**src/rtl/pipeline_hazard_ctrl_pkg.sv**
```systemverilog
// Shared pipeline definitions: hazard FSM state encoding and register-index constants.
package pipeline_hazard_ctrl_pkg;

    localparam int REG_IDX_W = 5;
    localparam logic [REG_IDX_W-1:0] ZERO_REG = '0;

    localparam logic [1:0] RUN      = 2'd0;
    localparam logic [1:0] MEM_WAIT = 2'd1;
    localparam logic [1:0] ERROR    = 2'd2;

endpackage

```
**src/rtl/pipeline_hazard_ctrl_hazard_detect_unit.sv**
```systemverilog
// Combinational load-use comparator: flags an ID source that depends on a load currently in EX.
module hazard_detect_unit
    import pipeline_hazard_ctrl_pkg::*;
(
    input  logic [REG_IDX_W-1:0] rs1_idx,
    input  logic [REG_IDX_W-1:0] rs2_idx,
    input  logic                 rs1_used,
    input  logic                 rs2_used,
    input  logic                 mem_read,
    input  logic [REG_IDX_W-1:0] write_reg_idx,
    output logic                 load_use
);

    logic rs1_hit;
    logic rs2_hit;

    assign rs1_hit  = rs1_used && (rs1_idx == write_reg_idx);
    assign rs2_hit  = rs2_used && (rs2_idx == write_reg_idx);
    // x0 is hardwired to zero, so a load targeting it never creates a dependency
    assign load_use = mem_read && (write_reg_idx != ZERO_REG) && (rs1_hit || rs2_hit);

endmodule

```
**src/rtl/pipeline_hazard_ctrl.sv**
```systemverilog
// Central stall/flush controller for the 5-stage pipeline with memory-wait FSM,
// memory-timeout error and a saturating stall-cycle counter.
module pipeline_hazard_ctrl
    import pipeline_hazard_ctrl_pkg::*;
#(
    parameter int TIMEOUT_CYCLES = 16,
    parameter int PERF_W         = 32
) (
    input  logic                 clk,
    input  logic                 rst,
    input  logic [REG_IDX_W-1:0] rs1_idx_ID,
    input  logic [REG_IDX_W-1:0] rs2_idx_ID,
    input  logic                 rs1_used_ID,
    input  logic                 rs2_used_ID,
    input  logic                 mem_read_EX,
    input  logic [REG_IDX_W-1:0] write_reg_idx_EX,
    input  logic                 branch_taken_EX,
    input  logic                 mem_req_MEM,
    input  logic                 mem_ready,
    output logic                 pc_en,
    output logic                 if_id_en,
    output logic                 if_id_flush,
    output logic                 id_ex_en,
    output logic                 id_ex_flush,
    output logic                 ex_mem_en,
    output logic                 mem_wb_bubble,
    output logic                 mem_timeout,
    output logic [PERF_W-1:0]    stall_cycles
);

    localparam int WC_W = $clog2(TIMEOUT_CYCLES + 1);

    logic [1:0]      state;
    logic [1:0]      state_nx;
    logic [WC_W-1:0] wait_cnt;
    logic [WC_W-1:0] wait_cnt_nx;
    logic            timeout_q;
    logic            timeout_nx;
    logic            load_use;
    logic            mem_stall;

    hazard_detect_unit u_hazard_detect (
        .rs1_idx       (rs1_idx_ID),
        .rs2_idx       (rs2_idx_ID),
        .rs1_used      (rs1_used_ID),
        .rs2_used      (rs2_used_ID),
        .mem_read      (mem_read_EX),
        .write_reg_idx (write_reg_idx_EX),
        .load_use      (load_use)
    );

    // A dropped request releases the wait exactly like mem_ready does
    assign mem_stall   = mem_req_MEM && !mem_ready;
    assign mem_timeout = timeout_q;

    always_comb begin
        pc_en         = 1'b0;
        if_id_en      = 1'b0;
        if_id_flush   = 1'b0;
        id_ex_en      = 1'b0;
        id_ex_flush   = 1'b0;
        ex_mem_en     = 1'b0;
        mem_wb_bubble = 1'b0;
        if (rst) begin
            if (state == ERROR) begin
                mem_wb_bubble = 1'b1;
            end else if (mem_stall) begin
                mem_wb_bubble = 1'b1;
            end else if (branch_taken_EX) begin
                pc_en       = 1'b1;
                if_id_en    = 1'b1;
                if_id_flush = 1'b1;
                id_ex_en    = 1'b1;
                id_ex_flush = 1'b1;
                ex_mem_en   = 1'b1;
            end else if (load_use) begin
                id_ex_en    = 1'b1;
                id_ex_flush = 1'b1;
                ex_mem_en   = 1'b1;
            end else begin
                pc_en     = 1'b1;
                if_id_en  = 1'b1;
                id_ex_en  = 1'b1;
                ex_mem_en = 1'b1;
            end
        end
    end

    always_comb begin
        state_nx    = state;
        wait_cnt_nx = wait_cnt;
        timeout_nx  = timeout_q;
        case (state)
            RUN: begin
                if (mem_stall) begin
                    state_nx    = MEM_WAIT;
                    wait_cnt_nx = WC_W'(1);
                end
            end
            MEM_WAIT: begin
                if (!mem_stall) begin
                    state_nx    = RUN;
                    wait_cnt_nx = '0;
                end else if (wait_cnt == WC_W'(TIMEOUT_CYCLES - 1)) begin
                    // The RUN cycle that entered the wait counts as the first stalled cycle
                    state_nx   = ERROR;
                    timeout_nx = 1'b1;
                end else begin
                    wait_cnt_nx = wait_cnt + WC_W'(1);
                end
            end
            default: begin
                state_nx = ERROR;
            end
        endcase
    end

    always_ff @(posedge clk or negedge rst) begin
        if (!rst) begin
            state        <= RUN;
            wait_cnt     <= '0;
            timeout_q    <= 1'b0;
            stall_cycles <= '0;
        end else begin
            state     <= state_nx;
            wait_cnt  <= wait_cnt_nx;
            timeout_q <= timeout_nx;
            if (!pc_en && (stall_cycles != {PERF_W{1'b1}})) begin
                stall_cycles <= stall_cycles + PERF_W'(1);
            end
        end
    end

endmodule

```
**config.mk**
```make
export PLATFORM = sky130hd
export DESIGN_NAME = pipeline_hazard_ctrl
export DESIGN_NICKNAME = d
export VERILOG_FILES = /design/src/rtl/pipeline_hazard_ctrl_pkg.sv /design/src/rtl/pipeline_hazard_ctrl_hazard_detect_unit.sv /design/src/rtl/pipeline_hazard_ctrl.sv
export SDC_FILE = /design/constraint.sdc
export NUM_CORES = 1
export LEC_CHECK = 0
export ABC_AREA = 1
export CAP_MARGIN = 20
export CORE_UTILIZATION = 35
export CTS_CLUSTER_DIAMETER = 50
export CTS_CLUSTER_SIZE = 20
export DETAILED_ROUTE_END_ITERATION = 10
export RECOVER_POWER = 100
export REMOVE_ABC_BUFFERS = 1
export SLEW_MARGIN = 20
export SYNTH_ARGS = -nofsm -noshare
export SYNTH_HDL_FRONTEND = slang
export SYNTH_SLANG_ARGS = --single-unit
```
**constraint.sdc**
```tcl
create_clock -name clk -period 1.9 [get_ports clk]
set_input_delay 0.19 -clock clk [delete_from_list [all_inputs] [get_ports clk]]
set_output_delay 0.19 -clock clk [all_outputs]
set_load 0.005 [all_outputs]
```
After elaboration in Yosys (flattened, before gate mapping)
Index checks and enable logic that the tools add are counted.
Widths: inputs -> output; s select.
{ "op_classes": {"add_sub_neg": 2, "n_eq_ne": 9, "n_mux": 28, "reduce_logical": 15} }
{ "op_table": {"columns": ["operator", "count"], "rows": [
  ["$add 32x1->32 const B", 1],
  ["$ne 32x32->1 const B", 1],
  ["$mux 1", 20],
  ["$mux 5", 3],
  ["$eq 5x5->1", 2],
  ["$pmux 5 s2", 1],
  ["$logic_and 1x1->1", 6],
  ["$mux 2", 3],
  ["$ne 3x3->1 const B", 2],
  ["$reduce_and 3->1", 2],
  ["$add 5x1->5 const B", 1],
  ["$eq 5x4->1 const B", 1],
  ["$reduce_bool 5->1", 1],
  ["$pmux 2 s2", 1],
  ["$eq 2x1->1 const B", 1],
  ["$eq 2x2->1 const B", 1],
  ["$logic_not 1->1", 2],
  ["$logic_not 2->1", 1],
  ["$ne 2x2->1 const B", 1],
  ["$reduce_and 2->1", 1],
  ["$reduce_bool 2->1", 1],
  ["$logic_or 1x1->1", 1]
]} }
{ "totals": {"reg_bits": 40, "in_bits": 23, "elab_cells": 58} }

Logic depth before layout (Yosys ltp)
{ "logic_depth": {"word_depth": 11, "mapped_depth": 12, "mapped_depth_nobuf": 11} }

Modules after synthesis
Synthesis repeated with hierarchy kept, for this count alone.
{ "hier_totals": {"hier_cells": 441, "area_unflattened_um2": 2786.4} }
{ "by_module_without_submodules": {"columns": ["module", "n_inst", "cells_each", "area_per_inst_um2"], "rows": [
  ["pipeline_hazard_ctrl", 1, 386, 2570.0],
  ["hazard_detect_unit", 1, 55, 216.5]
]} }

Least setup slack after synthesis
Ideal clock, no wire load.
{ "synth_timing": {"kind": "register -> register", "startpoint": "register stall_cycles[0]", "endpoint": "register stall_cycles[3]", "setup_ps": 66, "arrival_ps": 1627, "t_required_ps": 1834, "setup_slack_ps": 206, "stages_incl_launch_ff": 11, "n_path_buf": 1, "period_less_slack_ps": 1694, "path_cell_list": "dfrtp_1 > ha_1 > nand3_2 > nor2_4 > nand3_1 > nor2_1 > nand3_2 > nand3_2 > buf_6 > nand2_1 > nand2_1"} }
{ "synth_between": {"elab_chain_len": 2, "word_cells_on_any_way": 3} }
{ "synth_rtl": {"columns": ["element", "line_no", "text"], "rows": [
  ["from (decl)", "pipeline_hazard_ctrl.sv:28", "output logic [PERF_W-1:0] stall_cycles"],
  ["from (signal assigned)", "pipeline_hazard_ctrl.sv:129", "stall_cycles <= stall_cycles + PERF_W'(1);"],
  ["parallel branches: the longest is 2 deep, another holds $add 32x1->32", null, null]
]} }
Several ways; the timed one is not identified.
A chain may end at the register's enable or synchronous reset.

Worst setup path in the final report
{ "layout_timing": {"startpoint": "register state[1]", "endpoint": "output port if_id_flush"} }
{ "layout_between": {"elab_chain_len": 3} }
{ "layout_rtl": {"columns": ["element", "line_no", "text"], "rows": [
  ["from (decl)", "pipeline_hazard_ctrl.sv:33", "logic [1:0] state;"],
  ["from (signal assigned)", "pipeline_hazard_ctrl.sv:125", "state <= state_nx;"],
  ["$eq 2x2->1", "pipeline_hazard_ctrl.sv:65", "if (state == ERROR) begin"],
  ["$mux 1", "pipeline_hazard_ctrl.sv:65", null],
  ["$mux 1", "pipeline_hazard_ctrl.sv:64", "if (rst) begin"],
  ["to (decl)", "pipeline_hazard_ctrl.sv:22", "output logic if_id_flush,"]
]} }
Every way passes these cells.

==> impl_metrics.env <==
export IMPL_status="finished, final reports clean"
export IMPL_drc_errors=0
export IMPL_diodes=0
export IMPL_hold_buffers=0
export IMPL_syn_mean_instance_area_sq_um=6.38
export IMPL_core_area_sq_mm=0.00785
export IMPL_cp_max_fo=3
export IMPL_criticalPathCategory="flip-flop to primary output"
export IMPL_critPathCapture="if_id_flush"
export IMPL_area_growth_pct=33.4
export IMPL_ff2ff_setup_slack_ns=0.15
export IMPL_wl_per_cell_um=13.2
export IMPL_powerDensity_mw_per_mm2=584
export IMPL_finalSetupViolations=0
export IMPL_initial_utilization=0.369
export IMPL_maxSlewViolCount=0
export IMPL_finalSetupTns_ns=0
export IMPL_yosysUniqueCellTypes=26
export IMPL_dp_cells=626
export IMPL_worst_pin_slew_ns=1.04
export IMPL_die_h_um=93.0
export IMPL_synth_edf_count=0
export IMPL_async_flop_share=1.00
export IMPL_critPathArrivalTime_ns=1.63
export IMPL_drive_above_1_share=0.0911
export IMPL_io_pins=63
export IMPL_slew_headroom=0.306
export IMPL_globalplace_congestion=0.894
export IMPL_grt_max_degree=41
export IMPL_yosysWarnings=0
export IMPL_power_leakage_uw=0.00196
export IMPL_rsz0062_at_grt="no"
export IMPL_critPathSlowestCell="clkdlybuf4s50_1"
export IMPL_synth_top_area_share=0.345
export IMPL_synthTopCellsByCount="209 x nand2_1, 64 x nor2_1, 40 x dfrtp_1"
export IMPL_synth_seq_area_share=0.345
export IMPL_final_cells=640
export IMPL_synth_flop_cell="dfrtp_1"
export IMPL_r2r_end="stall_cycles[15]"
export IMPL_drv_cap=0
export IMPL_grt_pass1_vias=2959
export IMPL_grt_pass1_wl_mm=14.3
export IMPL_routed_wirelength_mm=8.42
export IMPL_hp_class="input pin to asynchronous set/reset pin"
export IMPL_syn_inst=454
export IMPL_seqCellArea_sq_mm=0.00100
export IMPL_htreeDepth=2
export IMPL_crit_chain="nand2_2 -> nand3_2 -> nor2_2 -> buf_4 -> clkdlybuf4s50_1"
export IMPL_finalCritPeriodShare=0.957
export IMPL_drt_iter0_drc=159
export IMPL_die_w_um=93.0
export IMPL_crit_path_end_kind="primary output"
export IMPL_start_kind="flip-flop"
export IMPL_skew_ns=0.0116
export IMPL_rows=32
export IMPL_port_buffers=62
export IMPL_critical_path_cell_count=5
export IMPL_final_net_count=563
export IMPL_critical_path_startpoint="state[1]"
export IMPL_final_util=0.493
export IMPL_irDropWorstVdd_mv=0.280
export IMPL_yosysMostFrequentCell="nand2_1"
export IMPL_hold_viol=0
export IMPL_critical_path_top_delay_family="buffers and inverters"
export IMPL_grtUsageTotal=0.211
export IMPL_placed_area_sq_mm=0.00372
export IMPL_ff2ff_path_depth=9
export IMPL_cts_sinks=40
export IMPL_cpPeakStageDelay_ns=0.49
export IMPL_cts_tree="yes"
export IMPL_clk_pin_slew_ns=0.09
export IMPL_clkLatencyLatePin_ns=0.30
export IMPL_syn_area_sq_mm=0.00290
export IMPL_synthTopCellsByArea="dfrtp_1 35%, nand2_1 27%, nor2_1 8.3%, nand4_1 7.3%, inv_1 4.3%"
export IMPL_vias=3120
export IMPL_max_freq_mhz=550
export IMPL_ant_nets=0
export IMPL_via_per_inst=4.88
export IMPL_worst_ep_required_time_ns=1.71
export IMPL_cts_buffers=5
export IMPL_multi_input_area_sq_mm=0.00170
export IMPL_min_period_ns=1.82
export IMPL_synth_top_area_cell="dfrtp_1"
export IMPL_die_area_sq_mm=0.00865
export IMPL_clockBufferDepth=2
export IMPL_design_area_sq_mm=0.00386
export IMPL_synth_seq_cells=40
export IMPL_grt_ovfl_total=0
export IMPL_hpwl_mm=6.53
export IMPL_dr_pass1_iters=4
export IMPL_r2r_start="stall_cycles[0]"
export IMPL_antenna_found_initial=0
export IMPL_nFillCells=829
export IMPL_path_buf_inv=2
export IMPL_cts_root_buf="clkbuf_8"
[repair_timing]
item | 4_1_cts | 5_1_grt
gates resized for setup | 15 | 4
buffers inserted | 2 | 4
pin swaps | 1 | 2
hold endpoints to repair | 0 | 0
setup endpoints to repair | 4 | 36
[layer usage]
layer | share of wire | global-route usage | wire length [um]
met5 | 0 | 0 | 0
met4 | 0.017 | 0.0577 | 146
met3 | 0.055 | 0.0325 | 460
met2 | 0.46 | 0.348 | 3840
met1 | 0.47 | 0.286 | 3980
[layout by cell type, fill, tap and decap left out, types with 2 or more instances in the layout]
cell type        netlist  routed
ha_1                   3       3
nand2_1              209     207
nor2_2                 1       2
clkbuf_1               4       2
xnor2_1                4       4
buf_4                  2      24
o21ai_0                6       5
nand3_1                6       5
clkdlybuf4s50_1        0      21
nand4_1               34      34
nand3b_1              16      16
dlygate4sd2_1          0       8
clkbuf_8               0       6
buf_6                  3       2
dlygate4sd3_1          0      32
a21oi_1                2       2
xor2_1                11      11
inv_1                 33      29
nor3_1                 2       2
nor2_1                64      63
nand3_2                3       4
inv_2                  1       5
clkinvlp_4             0       2
nand2_2                0       2
dfrtp_1               40      40
[kinds of logic after synthesis]
logic type / synth area share
AND/OR/NAND/NOR: 0.501
AO/OA/AOI/OAI: 0.0212
XOR/XNOR: 0.0453
flip-flops: 0.345
buffers and inverters: 0.0738
adder cells (fa/ha/maj): 0.0130
[registers in the layout (all words and copies together) (netlist names)]
register      flops
wait_cnt          5
mem_timeout       1
state             2
stall_cycles     32
[where the power goes]
part | switching, uW | internal [uW]
sequential | 105 | 925
clock | 331 | 294
combinational | 277 | 323
[how the worst min path moves through the flow]
stage / depth (start not counted) / to / start
3_5_place_dp: 2 / stall_cycles[0] / rst
5_1_grt: 2 / stall_cycles[17] / rst
4_1_cts: 2 / stall_cycles[0] / rst
2_1_floorplan: 0 / mem_timeout / rst
3_3_place_gp: 2 / stall_cycles[19] / rst
6_report: 2 / stall_cycles[0] / rst
[through the flow]
| stage | setup WS (ns) | power [uW] | hold slack (ns) |
|---|---|---|---|
| after floorplan | -0.299 | 1350 | -0.106 |
| after global placement | -0.124 | 1660 | 0.385 |
| after detailed placement | -0.182 | 1670 | 0.391 |
| after CTS | 0.0304 | 2300 | 0.0701 |
| after global routing | 0.000545 | 2390 | 0.495 |
| final | 0.0812 | 2260 | 0.388 |
[final cells by class]
| class | count | area share |
|---|---|---|
| tap | 102 | 0.0330 |
| clock inverter | 2 | 0.00388 |
| inverter | 34 | 0.0330 |
| sequential | 40 | 0.259 |
| multi-input combinational | 366 | 0.439 |
| clock buffer | 6 | 0.0214 |
| timing repair buffer | 90 | 0.211 |
[worst reg2reg max path: cells and delay by family, from the launching register on]
kind                       cells  cell delay, ns
buffers and inverters          1            0.23
DFF                            1            0.37
and+or+nand+nor                7            0.85
adders and majority gates      1            0.20
Power figures use the tool's default switching activity.
